**src/rtl/riscv_mem_wb_pkg.sv**
```systemverilog
// Shared encodings for the memory-response / writeback stage: writeback source codes,
// load funct3 sizes, FSM states and the load alignment rule.
package riscv_mem_wb_pkg;

    localparam logic [1:0] WB_ALU = 2'd0;
    localparam logic [1:0] WB_MEM = 2'd1;
    localparam logic [1:0] WB_PC4 = 2'd2;

    localparam logic [2:0] F3_LB  = 3'b000;
    localparam logic [2:0] F3_LH  = 3'b001;
    localparam logic [2:0] F3_LW  = 3'b010;
    localparam logic [2:0] F3_LBU = 3'b100;
    localparam logic [2:0] F3_LHU = 3'b101;

    typedef enum logic {
        ST_IDLE      = 1'b0,
        ST_LOAD_WAIT = 1'b1
    } wb_state_e;

    // Unknown funct3 codes behave as LW, so they need a word-aligned address.
    function automatic logic load_misaligned(input logic [2:0] funct3, input logic [1:0] addr);
        case (funct3)
            F3_LB, F3_LBU: return 1'b0;
            F3_LH, F3_LHU: return addr[0];
            default:       return addr != 2'b00;
        endcase
    endfunction

endpackage

```
**src/rtl/riscv_mem_wb_load_align.sv**
```systemverilog
// Picks the byte/half lane of a word-aligned load response and sign/zero-extends it by funct3.
module riscv_mem_wb_load_align
    import riscv_mem_wb_pkg::*;
#(
    parameter int XLEN = 32
) (
    input  logic [XLEN-1:0] rdata_i,
    input  logic [1:0]      addr_i,
    input  logic [2:0]      funct3_i,
    output logic [XLEN-1:0] data_o
);

    logic [7:0]  byte_sel;
    logic [15:0] half_sel;

    always_comb begin
        byte_sel = rdata_i[{addr_i, 3'b000} +: 8];
        half_sel = rdata_i[{addr_i[1], 4'b0000} +: 16];
        case (funct3_i)
            F3_LB:   data_o = {{(XLEN-8){byte_sel[7]}}, byte_sel};
            F3_LBU:  data_o = {{(XLEN-8){1'b0}}, byte_sel};
            F3_LH:   data_o = {{(XLEN-16){half_sel[15]}}, half_sel};
            F3_LHU:  data_o = {{(XLEN-16){1'b0}}, half_sel};
            default: data_o = rdata_i;
        endcase
    end

endmodule

```
**src/rtl/riscv_mem_wb.sv**
```systemverilog
// Memory-response / writeback stage: registers EX results, waits for load data, extends it and
// drives the register-file write port, with forwarding and stall information back upstream.
module riscv_mem_wb
    import riscv_mem_wb_pkg::*;
#(
    parameter int XLEN         = 32,
    parameter int LOAD_TIMEOUT = 16
) (
    input  logic            clk,
    input  logic            rst_n,
    input  logic            ex_valid,
    input  logic [XLEN-1:0] ex_alu_result,
    input  logic [XLEN-1:0] ex_pc,
    input  logic [4:0]      ex_wb_rd,
    input  logic            ex_wb_reg_write,
    input  logic [1:0]      ex_wb_sel,
    input  logic            ex_is_load,
    input  logic [2:0]      ex_funct3,
    input  logic [XLEN-1:0] dmem_rdata,
    input  logic            dmem_rvalid,
    output logic            mem_stall,
    output logic            rf_we,
    output logic [4:0]      rf_waddr,
    output logic [XLEN-1:0] rf_wdata,
    output logic            fwd_load_pending,
    output logic [4:0]      fwd_load_rd,
    output logic            load_err,
    output logic            misalign_err,
    output wb_state_e       dbg_state
);

    localparam int            CW       = $clog2(LOAD_TIMEOUT + 1);
    localparam logic [CW-1:0] CNT_LAST = CW'(LOAD_TIMEOUT - 1);

    wb_state_e       state_q, state_d;
    logic [CW-1:0]   cnt_q, cnt_d;
    logic [4:0]      ld_rd_q, ld_rd_d;
    logic [2:0]      ld_f3_q, ld_f3_d;
    logic [1:0]      ld_addr_q, ld_addr_d;
    logic            pend_we_q, pend_we_d;
    logic [4:0]      pend_addr_q, pend_addr_d;
    logic [XLEN-1:0] pend_data_q, pend_data_d;
    logic            rf_we_q, rf_we_d;
    logic [4:0]      rf_waddr_q, rf_waddr_d;
    logic [XLEN-1:0] rf_wdata_q, rf_wdata_d;
    logic            load_err_q, load_err_d;
    logic            misalign_q, misalign_d;

    logic            accept, load_done, load_abort, ex_misaligned, load_start, direct_we;
    logic [XLEN-1:0] direct_data, ld_data;

    // Handshake: EX presents a result with ex_valid and must hold it unchanged while mem_stall is
    // high; the result is taken on every rising edge where ex_valid=1 and mem_stall=0.
    assign mem_stall     = (state_q == ST_LOAD_WAIT) && !dmem_rvalid;
    assign accept        = ex_valid && !mem_stall;
    assign load_done     = (state_q == ST_LOAD_WAIT) && dmem_rvalid;
    assign load_abort    = (state_q == ST_LOAD_WAIT) && !dmem_rvalid && (cnt_q == CNT_LAST);
    assign ex_misaligned = load_misaligned(ex_funct3, ex_alu_result[1:0]);
    assign load_start    = accept && ex_is_load && !ex_misaligned && ex_wb_reg_write &&
                           (ex_wb_sel == WB_MEM) && (ex_wb_rd != 5'd0);
    assign direct_we     = accept && !ex_is_load && ex_wb_reg_write && (ex_wb_rd != 5'd0);
    assign direct_data   = (ex_wb_sel == WB_PC4) ? ex_pc + XLEN'(4) : ex_alu_result;

    riscv_mem_wb_load_align #(.XLEN(XLEN)) u_align (
        .rdata_i  (dmem_rdata),
        .addr_i   (ld_addr_q),
        .funct3_i (ld_f3_q),
        .data_o   (ld_data)
    );

    always_ff @(posedge clk or negedge rst_n) begin
        if (!rst_n) begin
            state_q     <= ST_IDLE;
            cnt_q       <= '0;
            ld_rd_q     <= '0;
            ld_f3_q     <= '0;
            ld_addr_q   <= '0;
            pend_we_q   <= 1'b0;
            pend_addr_q <= '0;
            pend_data_q <= '0;
            rf_we_q     <= 1'b0;
            rf_waddr_q  <= '0;
            rf_wdata_q  <= '0;
            load_err_q  <= 1'b0;
            misalign_q  <= 1'b0;
        end else begin
            state_q     <= state_d;
            cnt_q       <= cnt_d;
            ld_rd_q     <= ld_rd_d;
            ld_f3_q     <= ld_f3_d;
            ld_addr_q   <= ld_addr_d;
            pend_we_q   <= pend_we_d;
            pend_addr_q <= pend_addr_d;
            pend_data_q <= pend_data_d;
            rf_we_q     <= rf_we_d;
            rf_waddr_q  <= rf_waddr_d;
            rf_wdata_q  <= rf_wdata_d;
            load_err_q  <= load_err_d;
            misalign_q  <= misalign_d;
        end
    end

    always_comb begin
        state_d = state_q;
        case (state_q)
            ST_IDLE:      if (load_start) state_d = ST_LOAD_WAIT;
            ST_LOAD_WAIT: begin
                if (load_done)       state_d = load_start ? ST_LOAD_WAIT : ST_IDLE;
                else if (load_abort) state_d = ST_IDLE;
            end
            default:      state_d = ST_IDLE;
        endcase
    end

    always_comb begin
        cnt_d       = cnt_q;
        ld_rd_d     = ld_rd_q;
        ld_f3_d     = ld_f3_q;
        ld_addr_d   = ld_addr_q;
        pend_we_d   = pend_we_q;
        pend_addr_d = pend_addr_q;
        pend_data_d = pend_data_q;
        rf_we_d     = 1'b0;
        rf_waddr_d  = rf_waddr_q;
        rf_wdata_d  = rf_wdata_q;
        load_err_d  = load_err_q | load_abort;
        misalign_d  = accept && ex_is_load && ex_misaligned;

        if (state_q == ST_LOAD_WAIT)
            cnt_d = (load_done || load_abort) ? '0 : cnt_q + CW'(1);

        if (load_start) begin
            cnt_d     = '0;
            ld_rd_d   = ex_wb_rd;
            ld_f3_d   = ex_funct3;
            ld_addr_d = ex_alu_result[1:0];
        end else if (state_d == ST_IDLE) begin
            ld_rd_d   = '0;
            ld_f3_d   = '0;
            ld_addr_d = '0;
        end

        // One write per edge: an older held result or a completing load wins the port, and a
        // non-load accepted on that edge waits one cycle in the pending register.
        if (pend_we_q) begin
            rf_we_d    = 1'b1;
            rf_waddr_d = pend_addr_q;
            rf_wdata_d = pend_data_q;
            pend_we_d  = 1'b0;
        end else if (load_done) begin
            rf_we_d    = 1'b1;
            rf_waddr_d = ld_rd_q;
            rf_wdata_d = ld_data;
        end

        if (direct_we) begin
            if (pend_we_q || load_done) begin
                pend_we_d   = 1'b1;
                pend_addr_d = ex_wb_rd;
                pend_data_d = direct_data;
            end else begin
                rf_we_d    = 1'b1;
                rf_waddr_d = ex_wb_rd;
                rf_wdata_d = direct_data;
            end
        end
    end

    assign rf_we            = rf_we_q;
    assign rf_waddr         = rf_waddr_q;
    assign rf_wdata         = rf_wdata_q;
    assign fwd_load_pending = (state_q == ST_LOAD_WAIT);
    assign fwd_load_rd      = ld_rd_q;
    assign load_err         = load_err_q;
    assign misalign_err     = misalign_q;
    assign dbg_state        = state_q;

endmodule

```
**config.mk**
```make
export PLATFORM = sky130hd
export DESIGN_NAME = riscv_mem_wb
export DESIGN_NICKNAME = d
export VERILOG_FILES = /design/src/rtl/riscv_mem_wb_pkg.sv /design/src/rtl/riscv_mem_wb_load_align.sv /design/src/rtl/riscv_mem_wb.sv
export SDC_FILE = /design/constraint.sdc
export NUM_CORES = 1
export LEC_CHECK = 0
export ABC_AREA = 1
export BUFFER_PORTS_ARGS = -buffer_cell sky130_fd_sc_hd__buf_2
export CAP_MARGIN = 25
export CORE_MARGIN = 2
export CORE_UTILIZATION = 40
export DETAILED_ROUTE_END_ITERATION = 8
export PLACE_DENSITY = 0.68
export SLEW_MARGIN = 40
export SYNTH_ARGS = -nofsm -noshare
export SYNTH_HDL_FRONTEND = slang
export SYNTH_SLANG_ARGS = --single-unit
```
**constraint.sdc**
```tcl
create_clock -name clk -period 2 [get_ports clk]
set_clock_uncertainty 0.1 [all_clocks]
set_input_delay 0.1 -clock clk [delete_from_list [all_inputs] [get_ports clk]]
set_output_delay 0.1 -clock clk [all_outputs]
set_load 0.01 [all_outputs]
```
==> impl_metrics.py <==
metrics = {
    "status": {
        "status": "complete, no violations",
    },
    "layout": {
        "layoutNonFillerInstCount": 1270,
        "num-nets-final": 1193,
        "post-route-util": 0.5166,
        "area_delta_synth_final_pct": 26.73,
        "antenna_cells": 0,
        "drive_gt1_frac": 0.2209,
        "n_fill_cell": 1506,
    },
    "place": {
        "port_buffers": 159,
        "gp_congestion": 1.037,
        "pre_cts_slack_ns": 0.2049,
        "place_inst": 1225,
        "post-dp-hpwl_mm": 16.47,
    },
    "clock_tree": {
        "cts.clk_slew.worst_paths_ns": 0.07,
        "clock_sinks": 94,
        "htreeDepth": 3,
        "insertion_delay_ns": 0.35,
        "cts_max_path_buffers": 2,
        "post_cts_resized": 0,
        "cts-root-buf": "clkbuf_16",
        "cts_buffers": 9,
        "cts_tree": "done",
    },
    "sta": {
        "worstMarginPinSlew_ns": 0.5157,
        "finalCriticalPeriod_ns": 1.895,
        "finalSetupViolCount": 0,
        "drv_slew": 0,
        "clock.fmax_mhz": 527.8,
        "setup_tns_ns": 0,
        "rsz0062_at_grt": "false",
        "setup_slack_ns": 0.1053,
        "relSlewSlack": 0.6562,
        "period_share": 0.9474,
        "finalHoldViolations": 0,
    },
    "global_route": {
        "grt_max_degree": 43,
        "grt_first_pass_wirelength_mm": 33.32,
        "antenna_found_initial": 0,
        "track_usage": 0.2634,
        "grt.overflow.total": 0,
        "grt_pass1_vias": 6324,
    },
    "yosys": {
        "synthArstFlopShare": 1.000,
        "yosysTopAreaCellShare": 0.3810,
        "synth_edf_count": 0,
        "synth_area_leaders": "dfrtp_1 38%, nand2_1 18%, nand3_1 5.7%, inv_1 5.6%, o21ai_0 4.6%",
        "synth_xor_area_frac": 0.01561,
        "synth_compound_area_frac": 0.1390,
        "synth_top_cells_by_count": "288 x nand2_1, 94 x dfrtp_1, 92 x inv_1",
        "ys_seq_area_frac": 0.3810,
        "synth_seq_cells": 94,
        "synth_top_family_by_area": "simple AND/OR/NAND/NOR gates",
        "yosysWarnings": 0,
        "synthCells": 893,
        "syn_area_per_cell_um2": 6.913,
        "yosys.area.top_type": "dfrtp_1",
        "synthSimpleGateAreaFrac": 0.3612,
        "yosys-mux-area-fraction": 0.001621,
        "netlist_area_um2": 6173,
        "ys.flop_type": "dfrtp_1",
        "synth_adder_area_share": 0.006080,
        "ys_types": 40,
        "syn-num-nets": 1008,
        "synth_most_common_cell": "nand2_1",
    },
    "setup_path": {
        "cp-end-kind": "flip-flop",
        "path_max_fanout": 40,
        "cp-start-kind": "primary input",
        "cp.required_ns": 2.14,
        "criticalPathCategory": "primary input to flip-flop",
        "crit_arrival_ns": 2.03,
    },
    "drt": {
        "antenna_left": 0,
        "top_layer": "met4",
        "drtPass1Iterations": 5,
        "drcViolationCount": 0,
        "vias_per_cell": 5.361,
        "wl_met2_mm": 9.327,
        "vias": 6808,
        "drt-initial-drc-count": 530,
        "routed_wl_mm": 21.58,
        "drt-wirelength-per-cell_um": 16.99,
        "routedLengthMet1_mm": 9.573,
        "routed-wl-met3_mm": 2.041,
    },
    "run": {
        "cap_violations": 0,
    },
    "die": {
        "dieArea_um2": 16440,
        "die_h_um": 128.2,
        "start_util": 0.4076,
        "core_um2": 15150,
        "rows": 45,
        "io_pins": 160,
        "die_x_um": 128.2,
    },
    "power_and_ir_drop": {
        "ir_worst_vdd_uv": 492.5,
        "p_leak_nw": 3.948,
        "p_per_area_nw_per_um2": 692.5,
    },
    "worst_hold_path": {
        "hold_path_class": "primary input to flip-flop",
    },
}
[cell usage in the layout (no fill, tap or decap), types with 2 or more instances in the layout]
master and n:
buf_2 158, buf_12 4, nand2_4 2, nand3b_1 22, o21ai_1 13, nor2_4 5
nand4_1 8, or2_2 16, inv_1 92, nand3_1 70, a22o_1 4, nor3_1 6
dfrtp_1 94, ha_1 3, o211ai_1 19, o21ai_0 57, a22oi_1 4, buf_4 20
nand3_2 3, a31oi_1 2, inv_6 2, nand2_1 288, xor2_1 7, dlygate4sd3_1 30
nand2_2 5, clkbuf_16 9, a21oi_1 13, xnor2_1 4, o21a_1 4, inv_2 7
o22ai_1 28, nor2_1 68, nor2_2 2
[metrics by stage]
stage	hold WS [ns]	total power, mW	area, µm²
detailed placement	0.005617	3.629	7226
finish	0.02985	5.418	7824
CTS	0.01262	5.433	7824
global placement	0.005070	3.615	7226
floorplan	-0.2956	3.036	6173
global route	0.02118	5.705	7824
[critical path, cell delays in order]
cell	delay, ns
dlygate4sd3_1	0.53
buf_2	0.15
nor3_1	0.18
nand3_1	0.19
nand2_4	0.19
nor2_8	0.08
inv_2	0.08
buf_12	0.22
nand2_1	0.07
o21ai_0	0.17
inv_1	0.06
[worst paths after layout]
path                                   from  slack [ns]               to  cells past startpoint
max                             ex_wb_rd[2]        0.11      rf_wdata[9]                     11
min in group asynchronous             rst_n        0.16   pend_addr_q[0]                      2
min                        ex_alu_result[8]        0.03      rf_wdata[8]                      5
min reg2reg                        load_err        0.37         load_err                      1
max in group asynchronous             rst_n        0.98     rf_wdata[14]                      3
max reg2reg                       dbg_state        0.18  pend_data_q[27]                      7
[area by class of cell]
type / count / area (µm²) / share of cell area
clock inverters: 4 / 55.05 / 0.007037
repair buffers: 212 / 1321 / 0.1689
multi-input cells: 661 / 3239 / 0.4140
well taps: 188 / 235.2 / 0.03007
flip-flops and latches: 94 / 2352 / 0.3007
inverters: 100 / 377.9 / 0.04830
clock buffers: 11 / 242.7 / 0.03103
[layer usage]
metal	global-route usage	vias to the layer above
met5	0	-
met4	0.1008	0
met3	0.05342	46
met2	0.3949	356
met1	0.3741	3139
li1	-	3267
[cell families after synthesis]
kind of cell,count (synthesis)
AOI/OAI and AO/OA,146
and+or+nand+nor,500
adders and majority gates,3
xor gates and xnor gates,11
buffers and inverters,138
DFF,94
muxes,1
[registers in the layout, indices dropped and copies added, names as in the netlist]
name          count
pend_we_q         1
dbg_state         1
fwd_load_rd       5
rf_wdata         32
pend_data_q      32
cnt_q             5
misalign_err      1
pend_addr_q       5
ld_addr_q         2
load_err          1
rf_we             1
ld_f3_q           3
rf_waddr          5
[power breakdown]
part / switching (mW) / total, mW / internal (mW)
logic: 0.730 / 1.30 / 0.568
registers: 0.186 / 2.36 / 2.17
clock network: 0.753 / 1.76 / 1.01
total: 1.67 / 5.42 / 3.75
[timing repair]
| item | in CTS | in global routing |
|---|---|---|
| setup buffers | 0 | 0 |
| hold buffers | 30 | 0 |
| endpoints found under the hold margin | 81 | 0 |
Power figures use the tool's default switching activity.
